### src/rtl/seq_pkg.sv
// ---------------------------------------------------------------------------
// seq_pkg
// Shared types and constants for the instr_sequencer block.
//   seq_state_t : sequencer phase encoding (IDLE, FETCH, EXEC, MEM, HALT)
//   PC_W_DEF    : default program-counter width
//   JPTR_W_DEF  : default branch LUT index width
//   WAIT_W      : width of the data-memory wait counter (MEM_LAT up to 15)
//   is_busy()   : true for the phases that belong to a running instruction
// ---------------------------------------------------------------------------
package seq_pkg;

    localparam int PC_W_DEF   = 10;
    localparam int JPTR_W_DEF = 6;
    localparam int WAIT_W     = 4;

    typedef enum logic [2:0] {
        IDLE  = 3'd0,
        FETCH = 3'd1,
        EXEC  = 3'd2,
        MEM   = 3'd3,
        HALT  = 3'd4
    } seq_state_t;

    function automatic logic is_busy(input seq_state_t s);
        return (s == FETCH) || (s == EXEC) || (s == MEM);
    endfunction

endpackage

### src/rtl/jump_lut.sv
// ---------------------------------------------------------------------------
// jump_lut
// Combinational branch-target table. The decoder's Jptr field selects one of
// the program's branch labels; the entry is the absolute PC of that label.
// Entries are written as 10-bit constants and resized to PC_W (zero-extended
// when PC_W is wider). Unlisted indices resolve to PC 0.
// Ports:
//   jptr_i   [JPTR_W-1:0]  in   branch label index
//   target_o [PC_W-1:0]    out  branch target PC
// ---------------------------------------------------------------------------
module jump_lut
    import seq_pkg::*;
#(
    parameter int PC_W   = PC_W_DEF,
    parameter int JPTR_W = JPTR_W_DEF
) (
    input  logic [JPTR_W-1:0] jptr_i,
    output logic [PC_W-1:0]   target_o
);

    // One arm per branch label of the resident program.
    always_comb begin
        target_o = '0;
        case (jptr_i)
            JPTR_W'(1):  target_o = PC_W'(10'h010);
            JPTR_W'(2):  target_o = PC_W'(10'h100);
            JPTR_W'(5):  target_o = PC_W'(10'h020);
            JPTR_W'(9):  target_o = PC_W'(10'h3FF);
            JPTR_W'(17): target_o = PC_W'(10'h155);
            JPTR_W'(63): target_o = PC_W'(10'h2AA);
            default:     target_o = '0;
        endcase
    end

endmodule

### src/rtl/instr_sequencer.sv
// ---------------------------------------------------------------------------
// instr_sequencer
// Multi-cycle control sequencer for the 9-bit single-issue core. Owns the
// program counter, walks each instruction through FETCH -> EXEC [-> MEM...],
// gates the decoder's raw write enables so each fires once per instruction,
// resolves taken branches through jump_lut and reports halt via Ack.
//
// Optional feature: define SEQ_PERF_CNT_EN to add the Cyc_cnt / Instr_cnt
// performance counters. Without it the ports and counters do not exist.
//
// Start/Ack handshake: Start is a request that is accepted only on an edge
// where the sequencer is in IDLE or HALT; at any other time it is ignored.
// Ack is high for exactly as long as the sequencer sits in HALT and drops on
// the same edge that accepts a new Start.
//
// Ports:
//   Clk, Reset          in   clock; synchronous active-high reset
//   Start               in   launch program from PC 0
//   Jen, Jptr, Taken    in   branch flag, branch LUT index, ALU condition
//   RenD, WenD          in   decoder load / store flags
//   WenR                in   decoder raw register-write enable
//   Done                in   decoder halt flag
//   Prog_ctr [PC_W]     out  instruction memory address
//   InstrEn             out  latch instruction register (FETCH)
//   WenR_q, WenD_q      out  gated register-file / data-memory writes
//   Busy                out  FETCH, EXEC or MEM
//   Ack                 out  program halted
//   dbg_state_o         out  current sequencer phase, for observation
//   Cyc_cnt, Instr_cnt  out  (SEQ_PERF_CNT_EN only) saturating counters
// ---------------------------------------------------------------------------
module instr_sequencer
    import seq_pkg::*;
#(
    parameter int PC_W    = PC_W_DEF,
    parameter int JPTR_W  = JPTR_W_DEF,
    parameter int MEM_LAT = 2            // legal range 1..15
) (
    input  logic              Clk,
    input  logic              Reset,
    input  logic              Start,
    input  logic              Jen,
    input  logic [JPTR_W-1:0] Jptr,
    input  logic              Taken,
    input  logic              RenD,
    input  logic              WenD,
    input  logic              WenR,
    input  logic              Done,
    output logic [PC_W-1:0]   Prog_ctr,
    output logic              InstrEn,
    output logic              WenR_q,
    output logic              WenD_q,
    output logic              Busy,
    output logic              Ack,
    output seq_state_t        dbg_state_o
`ifdef SEQ_PERF_CNT_EN
    ,
    output logic [31:0]       Cyc_cnt,
    output logic [31:0]       Instr_cnt
`endif
);

    // Wait-counter value loaded on entry to MEM; the counter runs down to 0,
    // so MEM_LAST marks the first MEM cycle and 0 marks the last one.
    localparam logic [WAIT_W-1:0] MEM_LAST = WAIT_W'(MEM_LAT - 1);

    seq_state_t        state_q, state_d;
    logic [PC_W-1:0]   pc_q, pc_d;
    logic [WAIT_W-1:0] wait_q, wait_d;
    logic              wenr_gate;
    logic              wend_gate;
    logic [PC_W-1:0]   lut_target;

    jump_lut #(
        .PC_W   (PC_W),
        .JPTR_W (JPTR_W)
    ) u_jump_lut (
        .jptr_i   (Jptr),
        .target_o (lut_target)
    );

    // -----------------------------------------------------------------------
    // State register
    // -----------------------------------------------------------------------
    always_ff @(posedge Clk) begin
        if (Reset) begin
            state_q <= IDLE;
            pc_q    <= '0;
            wait_q  <= '0;
        end else begin
            state_q <= state_d;
            pc_q    <= pc_d;
            wait_q  <= wait_d;
        end
    end

    // -----------------------------------------------------------------------
    // Next-state, PC update and write-enable gating
    // -----------------------------------------------------------------------
    always_comb begin
        state_d   = state_q;
        pc_d      = pc_q;
        wait_d    = wait_q;
        wenr_gate = 1'b0;
        wend_gate = 1'b0;

        case (state_q)
            IDLE: begin
                if (Start) begin
                    pc_d    = '0;
                    state_d = FETCH;
                end
            end

            FETCH: begin
                state_d = EXEC;
            end

            EXEC: begin
                if (Done) begin
                    // Halt instruction: PC stays on it, nothing is written.
                    state_d = HALT;
                end else if (RenD || WenD) begin
                    // Memory access takes priority over any branch flag;
                    // the register write (for loads) is deferred to the
                    // last MEM cycle when the read data is available.
                    state_d = MEM;
                    wait_d  = MEM_LAST;
                end else begin
                    wenr_gate = WenR;
                    if (Jen && Taken) begin
                        pc_d = lut_target;
                    end else begin
                        pc_d = pc_q + PC_W'(1);
                    end
                    state_d = FETCH;
                end
            end

            MEM: begin
                if (wait_q == MEM_LAST) begin
                    wend_gate = WenD;
                end
                if (wait_q == '0) begin
                    wenr_gate = WenR;
                    pc_d      = pc_q + PC_W'(1);
                    state_d   = FETCH;
                end else begin
                    wait_d = wait_q - WAIT_W'(1);
                end
            end

            HALT: begin
                if (Start) begin
                    pc_d    = '0;
                    state_d = FETCH;
                end
            end

            default: begin
                state_d = IDLE;
            end
        endcase
    end

    // -----------------------------------------------------------------------
    // Outputs: decodes of the registered state plus the gated enables
    // -----------------------------------------------------------------------
    assign Prog_ctr    = pc_q;
    assign InstrEn     = (state_q == FETCH);
    assign Busy        = is_busy(state_q);
    assign Ack         = (state_q == HALT);
    assign WenR_q      = wenr_gate;
    assign WenD_q      = wend_gate;
    assign dbg_state_o = state_q;

`ifdef SEQ_PERF_CNT_EN
    // -----------------------------------------------------------------------
    // Performance counters: cleared by reset and by an accepted Start,
    // saturating at all-ones.
    // -----------------------------------------------------------------------
    logic [31:0] cyc_cnt_q;
    logic [31:0] instr_cnt_q;
    logic        start_accept;

    assign start_accept = Start && ((state_q == IDLE) || (state_q == HALT));

    always_ff @(posedge Clk) begin
        if (Reset || start_accept) begin
            cyc_cnt_q   <= '0;
            instr_cnt_q <= '0;
        end else begin
            if (Busy && (cyc_cnt_q != '1)) begin
                cyc_cnt_q <= cyc_cnt_q + 32'd1;
            end
            if ((state_q == EXEC) && (instr_cnt_q != '1)) begin
                instr_cnt_q <= instr_cnt_q + 32'd1;
            end
        end
    end

    assign Cyc_cnt   = cyc_cnt_q;
    assign Instr_cnt = instr_cnt_q;
`endif

endmodule

### config.mk
export PLATFORM = sky130hd
export DESIGN_NAME = instr_sequencer
export DESIGN_NICKNAME = d
export VERILOG_FILES = /design/src/rtl/seq_pkg.sv /design/src/rtl/jump_lut.sv /design/src/rtl/instr_sequencer.sv
export SDC_FILE = /design/constraint.sdc
export NUM_CORES = 1
export LEC_CHECK = 0
export CAP_MARGIN = 15
export CORE_ASPECT_RATIO = 1.5
export CORE_MARGIN = 4
export CORE_UTILIZATION = 40
export DETAILED_ROUTE_END_ITERATION = 10
export PLACE_DENSITY = 0.68
export SLEW_MARGIN = 20
export SYNTH_ARGS = -nofsm -noshare
export SYNTH_HDL_FRONTEND = slang
export SYNTH_SLANG_ARGS = --single-unit
### constraint.sdc
create_clock -name Clk -period 2.3 [get_ports Clk]
set_clock_uncertainty 0.05 [all_clocks]
set_input_delay 0.23 -clock Clk [delete_from_list [all_inputs] [get_ports Clk]]
set_output_delay 0.23 -clock Clk [all_outputs]
set_load 0.05 [all_outputs]
# Word-level counts from Yosys, hierarchy flattened

Index checks and enable logic that the tools add are counted.

Bits in registers: 17
Input bits: 15
Word-level logic and storage cells: 56

Mux-type cells: 22
Equality and inequality tests: 17
Reduce and logical (&&, ||, !) cells: 12
Add/subtract/negate cells: 2

Operators by type and width:

| kind                                             | number |
|---|---|
| case mux 10 bit (6 select lines)                 | 1 |
| 2-to-1 mux 10 bit                                | 5 |
| case mux 10 bit (3 select lines)                 | 1 |
| 2-to-1 mux 4 bit                                 | 3 |
| case mux 3 bit (4 select lines)                  | 1 |
| adder 10 x 1 -> 10 bit, second input constant    | 1 |
| != test 2 bit, second input constant             | 5 |
| 2-to-1 mux 3 bit                                 | 3 |
| case mux 4 bit (2 select lines)                  | 1 |
| == test 3 x 2 -> 1 bit, second input constant    | 2 |
| == test 6 x 1 -> 1 bit, second input constant    | 1 |
| == test 6 x 2 -> 1 bit, second input constant    | 1 |
| == test 6 x 3 -> 1 bit, second input constant    | 1 |
| == test 6 x 4 -> 1 bit, second input constant    | 1 |
| == test 6 x 5 -> 1 bit, second input constant    | 1 |
| == test 6 bit, second input constant             | 1 |
| 2-to-1 mux 1 bit                                 | 5 |
| AND reduction 5 bit                              | 1 |
| == test 4 x 1 -> 1 bit, second input constant    | 1 |
| logical NOT 4 bit                                | 1 |
| AND reduction 4 bit                              | 1 |
| subtractor 4 x 1 -> 4 bit, second input constant | 1 |
| == test 3 x 1 -> 1 bit, second input constant    | 1 |
| == test 3 bit, second input constant             | 1 |
| other kinds (10)                                 | 12 |

# Depth between registers and ports, before layout

Gate-level depths: netlist of run 1.

Depth after elaboration: 6
Gate-level depth with buffers: 8
Gate-level depth less buffers: 7

# Modules after synthesis

Synthesis of run 1 repeated with hierarchy kept, for this count alone.

Cell total of the unflattened synthesis: 159
Area total of the unflattened synthesis: 1285.0 um^2

Modules (own cells, without submodules):

| module          | instances | cells an instance | area each (um^2) | sequential area each (um^2) |
|---|---|---|---|---|
| instr_sequencer | 1         | 140               | 1148.6           | 340.3 |
| jump_lut        | 1         | 19                | 136.4            | 0.0 |

# Worst setup path before layout of run 1

Ideal clock, no wire load.

Kind: register to output
Start point: reg state_q[1], in the netlist dbg_state_o[1]
End point: out WenD_q
Cell stages (with the launch flop): 3
Arrival: 2.480 ns
Setup slack: -0.460 ns
Buffers on the path: 0
Path through: dfxtp_1 -> nand3b_1 -> nor4_1

Longest elaborated chain between the ends: 2

Ends and longest elaborated chain:

| what                   | line                   | source |
|---|---|---|
| from (decl)            | instr_sequencer.sv:66  | `seq_state_t state_q, state_d;` |
| from (signal assigned) | instr_sequencer.sv:90  | `state_q <= state_d;` |
| == test 3 x 2 -> 1 bit | instr_sequencer.sv:106 | `case (state_q)` |
| 2-to-1 mux 1 bit       | instr_sequencer.sv:106 |  |
| to (decl)              | instr_sequencer.sv:51  | `output logic WenD_q,` |

Every way passes these cells.

# Final worst setup path of run 1

Start point: reg state_q[0], in the netlist dbg_state_o[0]
End point: out Ack

Longest elaborated chain between the ends: 1

Ends and longest elaborated chain:

| what          | line                   | source |
|---|---|---|
| == test 3 bit | instr_sequencer.sv:171 | `assign Ack = (state_q == HALT);` |
| to (decl)     | instr_sequencer.sv:53  | `output logic Ack,` |

Every way passes these cells.

==> impl_results.md, run 1 <==
- Status: finished, final reports clean
- Worst EP required: around 2.0 ns
- Die width: around 53 um
- Gate Count Post-Synth: 153
- Final net count: between 200 and 250
- Peak VDD IR: about 0.27 mV
- Final setup fails: 0
- Max Clk Rate: about 0.46 GHz
- CTS H-Tree Depth: 1
- R2r startpoint: dbg_state_o[0]$_SDFFE_PP0P_
- Worst Reg-to-Reg Cells: 5
- Top_reg_cell synth: dfxtp_1
- Final TNS setup: 0 ns
- GRT overflow: 0
- Total wire length: between 3 and 4 mm
- Drt pass-1 iters: 4
- Simple-gate share of the synthesized area: 0.3515
- Wire per inst: 13.64 um
- Main combinational cell family by area after synthesis: simple AND/OR/NAND/NOR gates
- DRT iter0 DRCs: 32
- Biggest cell delay along the critical path: a little under 0.8 ns
- Distinct cells, synth: 47
- Syn_nets: around 170
- Row count: 24
- Initial antenna violation count: 0
- YS warnings: 0
- TritonCTS Buffers: 3
- DIE HEIGHT: 76.16 um
- CP max stage cell: clkdlybuf4s50_1
- I/O Buffers: 32
- Final Max Slew Viols: 0
- RSZ-0062 raised after global routing: no
- Largest net degree at the start of global routing: 13
- Vias in the first global route: ~1100
- Syn Std Cell Area: roughly 0.0012 mm^2
- CORE AREA: about 0.003 mm^2
- N_diodes: 0
- IO Pins: 33
- CP endpoint kind: output pin
- Leakage power: 0.5916 nW
- Fillers: 311
- Clock Tree Root: clkbuf_8
- HP Class: reg -> reg
- Multiplexer share of the synthesized area: 0.01717
- Area of the multi-input gates: about 860 um^2
- Hold Path Origin: Prog_ctr[6]$_SDFFE_PP0P_
- Worst R2R End: Prog_ctr[1]$_SDFFE_PP0P_
- Most common cell after layout, fill and taps aside: clkdlybuf4s50_1
- Clock sinks: 17
- Register-to-Register Setup Slack: between 0.2 and 0.25 ns
- Crit Path Class: reg -> out
- Register Area: 340.3 um^2
- # Max-Cap Violations: 0
- Final hold vios: 0
- First-pass GRT wire length: approximately 5.2 mm
- PD cells: ~470 mW/mm^2
- Final GP Congestion: ~0.81
- Worst Path Arrival: approximately 1.9 ns
- # DRC: 0
- Mean cell area of the mapped netlist: 8.096 um^2
- Final period util: 0.9398
- Die area: 0.004069 mm^2
- Via-to-Cell Ratio: between 5 and 6
- Async SR Flop Fraction: 0
- Maximum root-to-sink buffer count: 2
- Fin crit period: 2.161 ns
- Flops & latches, synth: 17
- Clock-pin slew on the worst setup and hold paths: around 0.070 ns
- Layout Utilization: 0.5659
- Slew at the pin closest to its max-slew limit: around 0.5 ns
- Endpoint, Worst Hold: Prog_ctr[6]$_SDFFE_PP0P_
- Complex-gate fraction of the synthesized area: 0.2364
- Sequential share of the synthesized area: 0.2747
- CP Cell Sequence: nor2_2, and2_2, clkdlybuf4s50_1
- Xor/xnor share of the synthesized area: 0.04242
- Skew-Pair Late Insertion Delay: 0.26 ns
- Final hold slack: approximately 0.47 ns
- Hold buffers post-CTS: 0
- Worst hold stages: 2
- Critical Path Fanout Max: 12
- ANT nets after route: 0
- Area growth, synth to finish: 34.44%
- Adder-Cell Fraction of Synth Area: 0.04040
- Initial core utilization: 0.4209
- CP Launch Type: register
- Dpl hpwl: 2.418 mm
- CTS tree: built
- Post-synth EDFFs: 0
- Most frequent cells in the layout: clkdlybuf4s50_1 (29), dfxtp_1 (17), nor2_1 (15), a21oi_1 (15)
- Share of layout cells above drive strength 1: 0.1667
- Slew Limit Headroom: 0.6666
- Global Route Usage Sum: 0.1667
- DR vias: between 1000 and 1500
==> worst max path at each step <==
stage,from,to
floorplan,dbg_state_o[1]$_SDFFE_PP0P_,WenD_q
global placement,WenD,Prog_ctr[4]$_SDFFE_PP0P_
detailed placement,WenD,Prog_ctr[4]$_SDFFE_PP0P_
CTS,dbg_state_o[0]$_SDFFE_PP0P_,Ack
global route,dbg_state_o[0]$_SDFFE_PP0P_,Busy
finish,dbg_state_o[0]$_SDFFE_PP0P_,Ack
==> metal layers <==
layer,part of all wire,up-vias,global-route usage
met5,0,-,0
met1,0.41,570,0.1969
met3,0.046,5,0.03718
met2,0.53,36,0.2850
li1,-,627,-
met4,0.012,0,0.05371
==> logic make-up (layout without fill, tap and decap cells) <==
| family | Yosys count | after routing |
|---|---|---|
| buffers and inverters | 10 | 43 |
| XOR/XNOR | 6 | 6 |
| multiplexers | 2 | 2 |
| AO/OA/AOI/OAI | 44 | 44 |
| flip-flops | 17 | 17 |
| adder cells (fa/ha/maj) | 4 | 4 |
| AND/OR/NAND/NOR | 70 | 70 |
==> synth_stat cells, types with 3 or more instances <==
master	count	area, um^2
dfxtp_1	17	340.3
a21oi_1	15	75.07
nor2_1	15	56.30
nor3_1	8	40.04
o21ai_0	8	40.04
nand2_1	7	26.28
o21ai_1	7	35.03
a211oi_1	6	45.04
nand3_1	5	25.02
clkbuf_1	4	15.01
ha_1	4	50.05
nand2b_1	4	25.02
nor4_1	4	25.02
inv_1	3	11.26
nor3_2	3	30.03
xnor2_1	3	26.28
xor2_1	3	26.28
==> flip-flops by register name (all words and copies together) (netlist names) <==
name         flops
Prog_ctr        10
wait_q           4
dbg_state_o      3
==> per-stage QoR <==
stage | power, mW | cells | worst slack [ns] | area [um^2]
after detailed placement | 0.5680 | 221 | 0.2034 | 1617
final | 0.7907 | 225 | 0.1386 | 1665
after global routing | 0.8451 | 225 | 0.006509 | 1665
after global placement | 0.5626 | 221 | 0.2571 | 1617
after CTS | 0.7990 | 225 | 0.1228 | 1663
after floorplan | 0.4870 | 153 | 0.1000 | 1245
==> worst max-delay path, delay by kind of cell (launching register included) <==
| family | cells | cell delay [ns] |
|---|---|---|
| AND/OR/NAND/NOR | 2 | 0.40 |
| buffers and inverters | 1 | 0.79 |
| flip-flops | 1 | 0.43 |
==> final cells by class <==
type / count / area share
timing repair buffer: 36 / 0.2164
clock inverter: 1 / 0.003005
multi-input combinational: 126 / 0.5154
clock buffer: 3 / 0.02479
inverter: 3 / 0.006762
sequential: 17 / 0.2044
tap: 39 / 0.02930
==> report_power, final <==
| part | switching, mW | total [mW] | internal (mW) |
|---|---|---|---|
| clock network | 0.109 | 0.229 | 0.120 |
| logic | 0.140 | 0.236 | 0.0955 |
| registers | 0.0204 | 0.326 | 0.306 |
==> timing repair <==
| action | CTS | global route |
|---|---|---|
| hold endpoints to repair | 0 | 0 |
| gates resized for setup | 0 | 1 |
| setup endpoints to repair | 0 | 1 |
| setup buffers | 0 | 0 |
No activity file was read; power rests on OpenSTA's default activity.
==> inputs of run 2 (changes only) <==
- PLACE_DENSITY: 0.68 -> 0.67
- SETUP_SLACK_MARGIN: not set -> 0.3
- SYNTH_HIERARCHICAL: not set -> 1
==> run 2 against run 1 <==
Die area up 3.3%. Utilization up 1.2 points. Critical path depth shrank 2. Sequential share of layout area shrank 0.23 points. Sequential power grew 6.1%. Fmax is 12% higher. Cell count is 1.3% higher. Hold slack better by 0.010 ns. Critical path type unchanged. Critical endpoint is now dbg_state_o[0]. Highest routed layer unchanged.
==> impl_results.md, run 2 <==
- Drt pass-1 iters: 4 (unchanged)
- Dpl hpwl: 2.648 mm (+9.5%)
- Fin crit period: 1.935 ns (-0.2265 ns)
- Gate Count Post-Synth: 159 (+3.9%)
- Mean cell area of the mapped netlist: 8.082 um^2 (-0.18%)
- Most common cell after layout, fill and taps aside: clkdlybuf4s50_1
- Final net count: 209 (+1.5%)
- Max Clk Rate: 0.5168 GHz (+12%)
- Clock sinks: 17 (unchanged)
- Leakage power: 0.6284 nW (+6.2%)
- Worst Reg-to-Reg Cells: 7 (+2)
- Crit path buf inv count: 1 (unchanged)
- Final Max Slew Viols: 0 (unchanged)
- RSZ-0062 raised after global routing: no
- Critical Path Fanout Max: 18 (+6)
- Sequential share of the synthesized area: 0.2648 (-0.009898)
- IO Pins: 33 (unchanged)
- Max reg flops: 10 (unchanged)
- Area growth, synth to finish: 34.96%
- Global Route Usage Sum: 0.1725 (+0.005800)
- Final hold vios: 0 (unchanged)
- Flops & latches, synth: 17 (unchanged)
- Final period util: 0.8413 (-0.09847)
- CP Cell Sequence: clkdlybuf4s50_1
- Wire per inst: 15.40 um (+13%)
- Vias in the first global route: 1268 (+12%)
- PD cells: 515.7 mW/mm^2 (+8.6%)
- Clock-pin slew on the worst setup and hold paths: 0.07 ns (about the same)
- Slew Limit Headroom: 0.5567 (-0.1099)
- YS warnings: 6 (+6)
- Initial core utilization: 0.4279 (+0.006998)
- Top_reg_cell synth: dfxtp_1
- Worst R2R End: Prog_ctr[0]$_SDFFE_PP0P_
- Register-to-Register Setup Slack: 0.41 ns (+0.20 ns)
- Pre-CTS WS: 0.09558 ns (-0.1078 ns)
- Slew at the pin closest to its max-slew limit: 0.6599 ns (+0.1613 ns)
- Initial antenna violation count: 0 (unchanged)
- Syn Std Cell Area: 0.001285 mm^2 (+3.7%)
- Clock Tree Root: clkbuf_8
- Endpoint, Worst Hold: Prog_ctr[9]$_SDFFE_PP0P_
- CP Launch Type: register
- Syn_nets: 178 (+3.5%)
- Final setup fails: 0 (unchanged)
- Worst EP required: 2.02 ns (about the same)
- CTS tree: built
- Biggest cell delay along the critical path: 0.87 ns (+0.08 ns)
- Layout Utilization: 0.5775 (+0.01160)
- Post-synth EDFFs: 0 (unchanged)
- DRT iter0 DRCs: 35 (+9.4%)
- CP endpoint kind: output pin
- TritonCTS Buffers: 3 (unchanged)
- Largest net degree at the start of global routing: 19 (+6)
- CORE AREA: 0.003003 mm^2 (+2.0%)
- DP Area: 0.001605 mm^2 (-0.70%)
- Maximum root-to-sink buffer count: 2 (unchanged)
- # Max-Cap Violations: 0 (unchanged)
- Skew-Pair Late Insertion Delay: 0.25 ns (about the same)
- Post-synth top area cell: dfxtp_1
- Final hold slack: 0.4828 ns (+0.01042 ns)
- N_diodes: 0 (unchanged)
- Yosys top cell area share: 0.2648 (-0.009898)
- I/O Buffers: 32 (unchanged)
- Fillers: 276 (-11%)
- GRT overflow: 0 (unchanged)
- Hold Path Origin: Prog_ctr[9]$_SDFFE_PP0P_
- Share of layout cells above drive strength 1: 0.2063 (+0.03968)
- R2r startpoint: wait_q[0]$_SDFFE_PP0P_
- Non-filler cells, final: 228 (+1.3%)
- Worst Path Arrival: 1.65 ns (-0.23 ns)
- DIE HEIGHT: 77.42 um (+1.7%)
- CP max stage cell: clkdlybuf4s50_1
- Final GP Congestion: 0.8742 (+8.1%)
- Placed cell count: 220 (-0.45%)
- Async SR Flop Fraction: 0 (unchanged)
- Final TNS setup: 0 ns (unchanged)
- Die width: 54.28 um (+1.6%)
- Total wire length: 3.511 mm (+14%)
- Most frequent cells in the layout: clkdlybuf4s50_1 (27), dfxtp_1 (13), nor2_1 (13)
- Via-to-Cell Ratio: 6.026 (+9.5%)
- Distinct cells, synth: 43 (-8.5%)
- CTS H-Tree Depth: 1 (unchanged)
- Crit Path Class: reg -> out
- Delay-heaviest family, CP: buffers and inverters
- Post-route setup slack: 0.3651 ns (+0.2265 ns)
- Final Cell Area: 0.001734 mm^2 (+4.1%)
- Largest cells by area after synthesis: dfxtp_1 (26%), nor3_1 (4.7%), a221oi_2 (4.7%)
- Most numerous cell in the Yosys netlist: dfxtp_1
- HP Class: reg -> reg
- Row count: 24 (unchanged)
- Peak VDD IR: 0.2949 mV (+7.7%)
- Worst hold stages: 2 (unchanged)
- ANT nets after route: 0 (unchanged)
- Final Total Pwr: 894.3 uW (+13%)
- Die area: 0.004202 mm^2 (+3.3%)
- # DRC: 0 (unchanged)
- Synth top cells by count: dfxtp_1 (17), nor2_1 (15), nor3_1 (12), a21oi_1 (11)
- First-pass GRT wire length: 5.568 mm (+6.6%)
- DR vias: 1374 (+11%)
- Status: finished, final reports clean
## run 2: worst max path at each step
stage	from	to	slack (ns)	depth (start not counted)
2_1_floorplan	dbg_state_o[0]$_SDFFE_PP0P_	WenD_q	0.33	3
3_3_place_gp	wait_q[0]$_SDFFE_PP0P_	Prog_ctr[0]$_SDFFE_PP0P_	0.15	7
3_5_place_dp	wait_q[0]$_SDFFE_PP0P_	Prog_ctr[0]$_SDFFE_PP0P_	0.1	7
4_1_cts	wait_q[0]$_SDFFE_PP0P_	Prog_ctr[2]$_SDFFE_PP0P_	0.31	7
5_1_grt	Jptr[5]	Prog_ctr[2]$_SDFFE_PP0P_	0.31	6
6_report	dbg_state_o[0]$_SDFFE_PP0P_	dbg_state_o[0]	0.37	1
## run 2: layout make-up
cell class | count | area (um^2) | area share
Tap cell | 39 | 48.80 | 0.02814
Sequential cell | 17 | 350.3 | 0.2020
Clock buffer | 4 | 45.04 | 0.02597
Inverter | 7 | 28.78 | 0.01659
Multi-Input combinational cell | 122 | 897.1 | 0.5173
Timing Repair Buffer | 39 | 364.1 | 0.2100
## run 2: repair_timing
action                     4_1_cts  5_1_grt
setup buffers                    0        3
hold buffers                     0        0
hold endpoints to repair         0        0
setup endpoints to repair       13       10
resized for setup                7       11
pin swaps                        1        4
cloned                           1        0
## run 2: cells by family after synthesis
family,synth area share
buf+inv,0.09347
flops,0.2649
fa+ha+maj,0.03895
simple gates,0.3291
compound gates,0.2259
xor+xnor,0.04771
## run 2: worst reg2reg max path, cell delays in order (launching register included)
cell and delay [ns]:
dfxtp_4 0.37, inv_4 0.07, ha_4 0.13, nor3b_4 0.24, nor2_4 0.08, or4_4 0.55
a221oi_2 0.21, a211oi_2 0.07
## run 2: per-layer routing
layer	global-route usage	vias to the layer above	part of all wire
met3	0.01724	19	0.054
met2	0.2926	68	0.51
met1	0.1981	633	0.39
li1	-	654	-
met4	0.1022	0	0.051
met5	0	-	0
## run 2: power by group
| group | switching, mW | internal (mW) | total (mW) |
|---|---|---|---|
| logic | 0.198 | 0.128 | 0.325 |
| clock network | 0.100 | 0.123 | 0.223 |
| registers | 0.0341 | 0.312 | 0.346 |
==> inputs of run 3 (changes only) <==
- PLACE_DENSITY: 0.67 -> 0.7
- clock period: 2.3 -> 1.75 ns (I/O delays scaled with it)
==> run 3 against run 2 <==
Hold slack got worse by 0.0076 ns. The flow now finishes with violations (setup timing). Utilization increased by 19 points. Via count increased by 16%. Clock-buffer cell count unchanged. Routed wire length increased by 30%. Flip-flop and latch count unchanged.
==> impl_results.md, run 3 (synthesis gave the netlist of run 2 again) <==
- Status: finished with violations
- Violated checks: setup timing
- Maximum root-to-sink buffer count: 2 (unchanged)
- I/O Buffers: 32 (unchanged)
- Final GP Congestion: 0.8440 (-3.5%)
- GRT overflow: 0 (unchanged)
- CTS H-Tree Depth: 1 (unchanged)
- CP Cell Sequence: inv_2, ha_4, nor3b_4, nor2_4, or4_4, buf_6, a21oi_2, o32ai_1
- CP endpoint kind: register
- # DRC: 0 (unchanged)
- Slew at the pin closest to its max-slew limit: 0.4861 ns (-0.1738 ns)
- # Max-Cap Violations: 0 (unchanged)
- Initial antenna violation count: 0 (unchanged)
- Final hold vios: 0 (unchanged)
- Largest net degree at the start of global routing: 10 (-9)
- Final period util: 1.066
- Biggest cell delay along the critical path: 0.51 ns (-0.36 ns)
- Peak VDD IR: 0.5371 mV (+82%)
- ANT nets after route: 0 (unchanged)
- Skew-Pair Late Insertion Delay: 0.25 ns (about the same)
- Crit path buf inv count: 2 (+1)
- Final setup fails: 10 (+10)
- Crit path launch: wait_q[1]$_SDFFE_PP0P_
- Share of layout cells above drive strength 1: 0.5208 (+0.3145)
- Hold Path Origin: Prog_ctr[9]$_SDFFE_PP0P_
- Max reg flops: 10 (unchanged)
- Vias in the first global route: 1619 (+28%)
- Drt pass-1 iters: 4 (unchanged)
- IO Pins: 33 (unchanged)
- CORE AREA: 0.003003 mm^2 (unchanged)
- Final Max Slew Viols: 0 (unchanged)
- Leakage power: 0.9328 nW (+48%)
- Crit Path Class: reg -> reg
- Global Route Usage Sum: 0.2182 (+0.04571)
- DR vias: 1596 (+16%)
- Final Total Pwr: 1.370 mW (+53%)
- Worst Path Arrival: 1.95 ns (+0.30 ns)
- Clock Tree Root: clkbuf_8
- CP Launch Type: register
- Most frequent cells in the layout: buf_4 (62), clkdlybuf4s50_1 (14), dfxtp_1 (11), nor2_1 (11), nor3_1 (11)
- DIE HEIGHT: 77.42 um (unchanged)
- Worst EP required: 1.84 ns (-0.18 ns)
- Slew Limit Headroom: 0.6773 (+0.1206)
- Area growth, synth to finish: 80.33%
- DRT iter0 DRCs: 46 (+31%)
- CTS tree: built
- Die area: 0.004202 mm^2 (unchanged)
- Most common cell after layout, fill and taps aside: buf_4
- Row count: 24 (unchanged)
- Final TNS setup: -0.7155 ns (-0.7155 ns)
- TritonCTS Buffers: 3 (unchanged)
- PD cells: 591.3 mW/mm^2 (+15%)
- Critical Path Fanout Max: 8 (-10)
- Final net count: 260 (+24%)
- Die width: 54.28 um (unchanged)
- Clock-pin slew on the worst setup and hold paths: 0.07 ns (about the same)
- Initial core utilization: 0.4279 (unchanged)
- N_diodes: 0 (unchanged)
- First-pass GRT wire length: 7.044 mm (+27%)
- Dpl hpwl: 3.197 mm (+21%)
- HP Class: reg -> reg
- RSZ-0062 raised after global routing: yes
- Clock sinks: 17 (unchanged)
- Wire per inst: 16.38 um (+6.4%)
- Via-to-Cell Ratio: 5.720 (-5.1%)
- R2r startpoint: wait_q[1]$_SDFFE_PP0P_
- Delay-heaviest family, CP: simple AND/OR/NAND/NOR gates
- Total wire length: 4.571 mm (+30%)
- Fin crit period: approximately 1.9 ns
- Hold buffers post-CTS: 0 (unchanged)
- CP max stage cell: or4_4
- Max Clk Rate: about 0.54 GHz
- Post-route setup slack: -0.1156 ns (-0.4806 ns)
-- run 3: cell count changes in the layout (fill, tap and decap cells not counted), moves of 3 or more --
| cell | delta |
|---|---|
| buf_6 | +9 |
| clkdlybuf4s50_1 | -13 |
| buf_12 | +4 |
| nor2_4 | +3 |
| a21oi_2 | +6 |
| nor4_1 | -3 |
| buf_4 | +53 |
| a21oi_1 | -7 |
-- run 3: power by group --
group          switching [mW]  internal (mW)
sequential             0.0317          0.409
clock                   0.135          0.162
combinational           0.340          0.292
-- run 3: final timing paths --
| kind | end | slack, ns | cells past startpoint |
|---|---|---|---|
| hold / removal | Prog_ctr[9]$_SDFFE_PP0P_ | 0.48 | 2 |
| setup reg to reg | Prog_ctr[6]$_SDFFE_PP0P_ | -0.12 | 8 |
| setup / recovery | Prog_ctr[6]$_SDFFE_PP0P_ | -0.12 | 8 |
| hold reg to reg | Prog_ctr[9]$_SDFFE_PP0P_ | 0.48 | 2 |
-- run 3: timing repair --
item	CTS	global route
pin swaps	8	14
gates resized for setup	32	17
buffers inserted	5	8
setup endpoints to repair	19	19
cloned	0	0
-- run 3: per-stage QoR --
stage / utilization / hold slack, ns / instances / setup slack [ns] / area (um^2)
after floorplan: - / 0.3285 / 159 / -0.1040 / 1353
after global placement: 0.6567 / 0.4614 / 262 / -0.2074 / 1972
after detailed placement: 0.6567 / 0.4705 / 262 / -0.2633 / 1972
after CTS: 0.7263 / 0.4797 / 271 / -0.06643 / 2181
after global routing: 0.7717 / 0.5020 / 279 / -0.2038 / 2317
final: 0.7717 / 0.4752 / 279 / -0.1156 / 2317
-- run 3: area by class of cell --
| class | instances | area, um^2 |
|---|---|---|
| multi-input combinational | 121 | 1037 |
| timing repair buffer | 91 | 804.5 |
| fill | 217 | 685.7 |
| sequential | 17 | 355.3 |
| tap | 39 | 48.80 |
| clock buffer | 4 | 45.04 |
| inverter | 7 | 26.28 |
-- run 3: routing by layer --
layer,global-route usage,vias to the layer above,share of wire
met2,0.4101,54,0.57
met5,0,-,0
li1,-,762,-
met1,0.2196,762,0.36
met4,0.1047,0,0.038
met3,0.02682,18,0.035
-- run 3: worst min-delay path, cell delays in order (launching register included) --
cell and delay, ns:
dfxtp_1 0.33, nor2_1 0.10, nor3_1 0.05
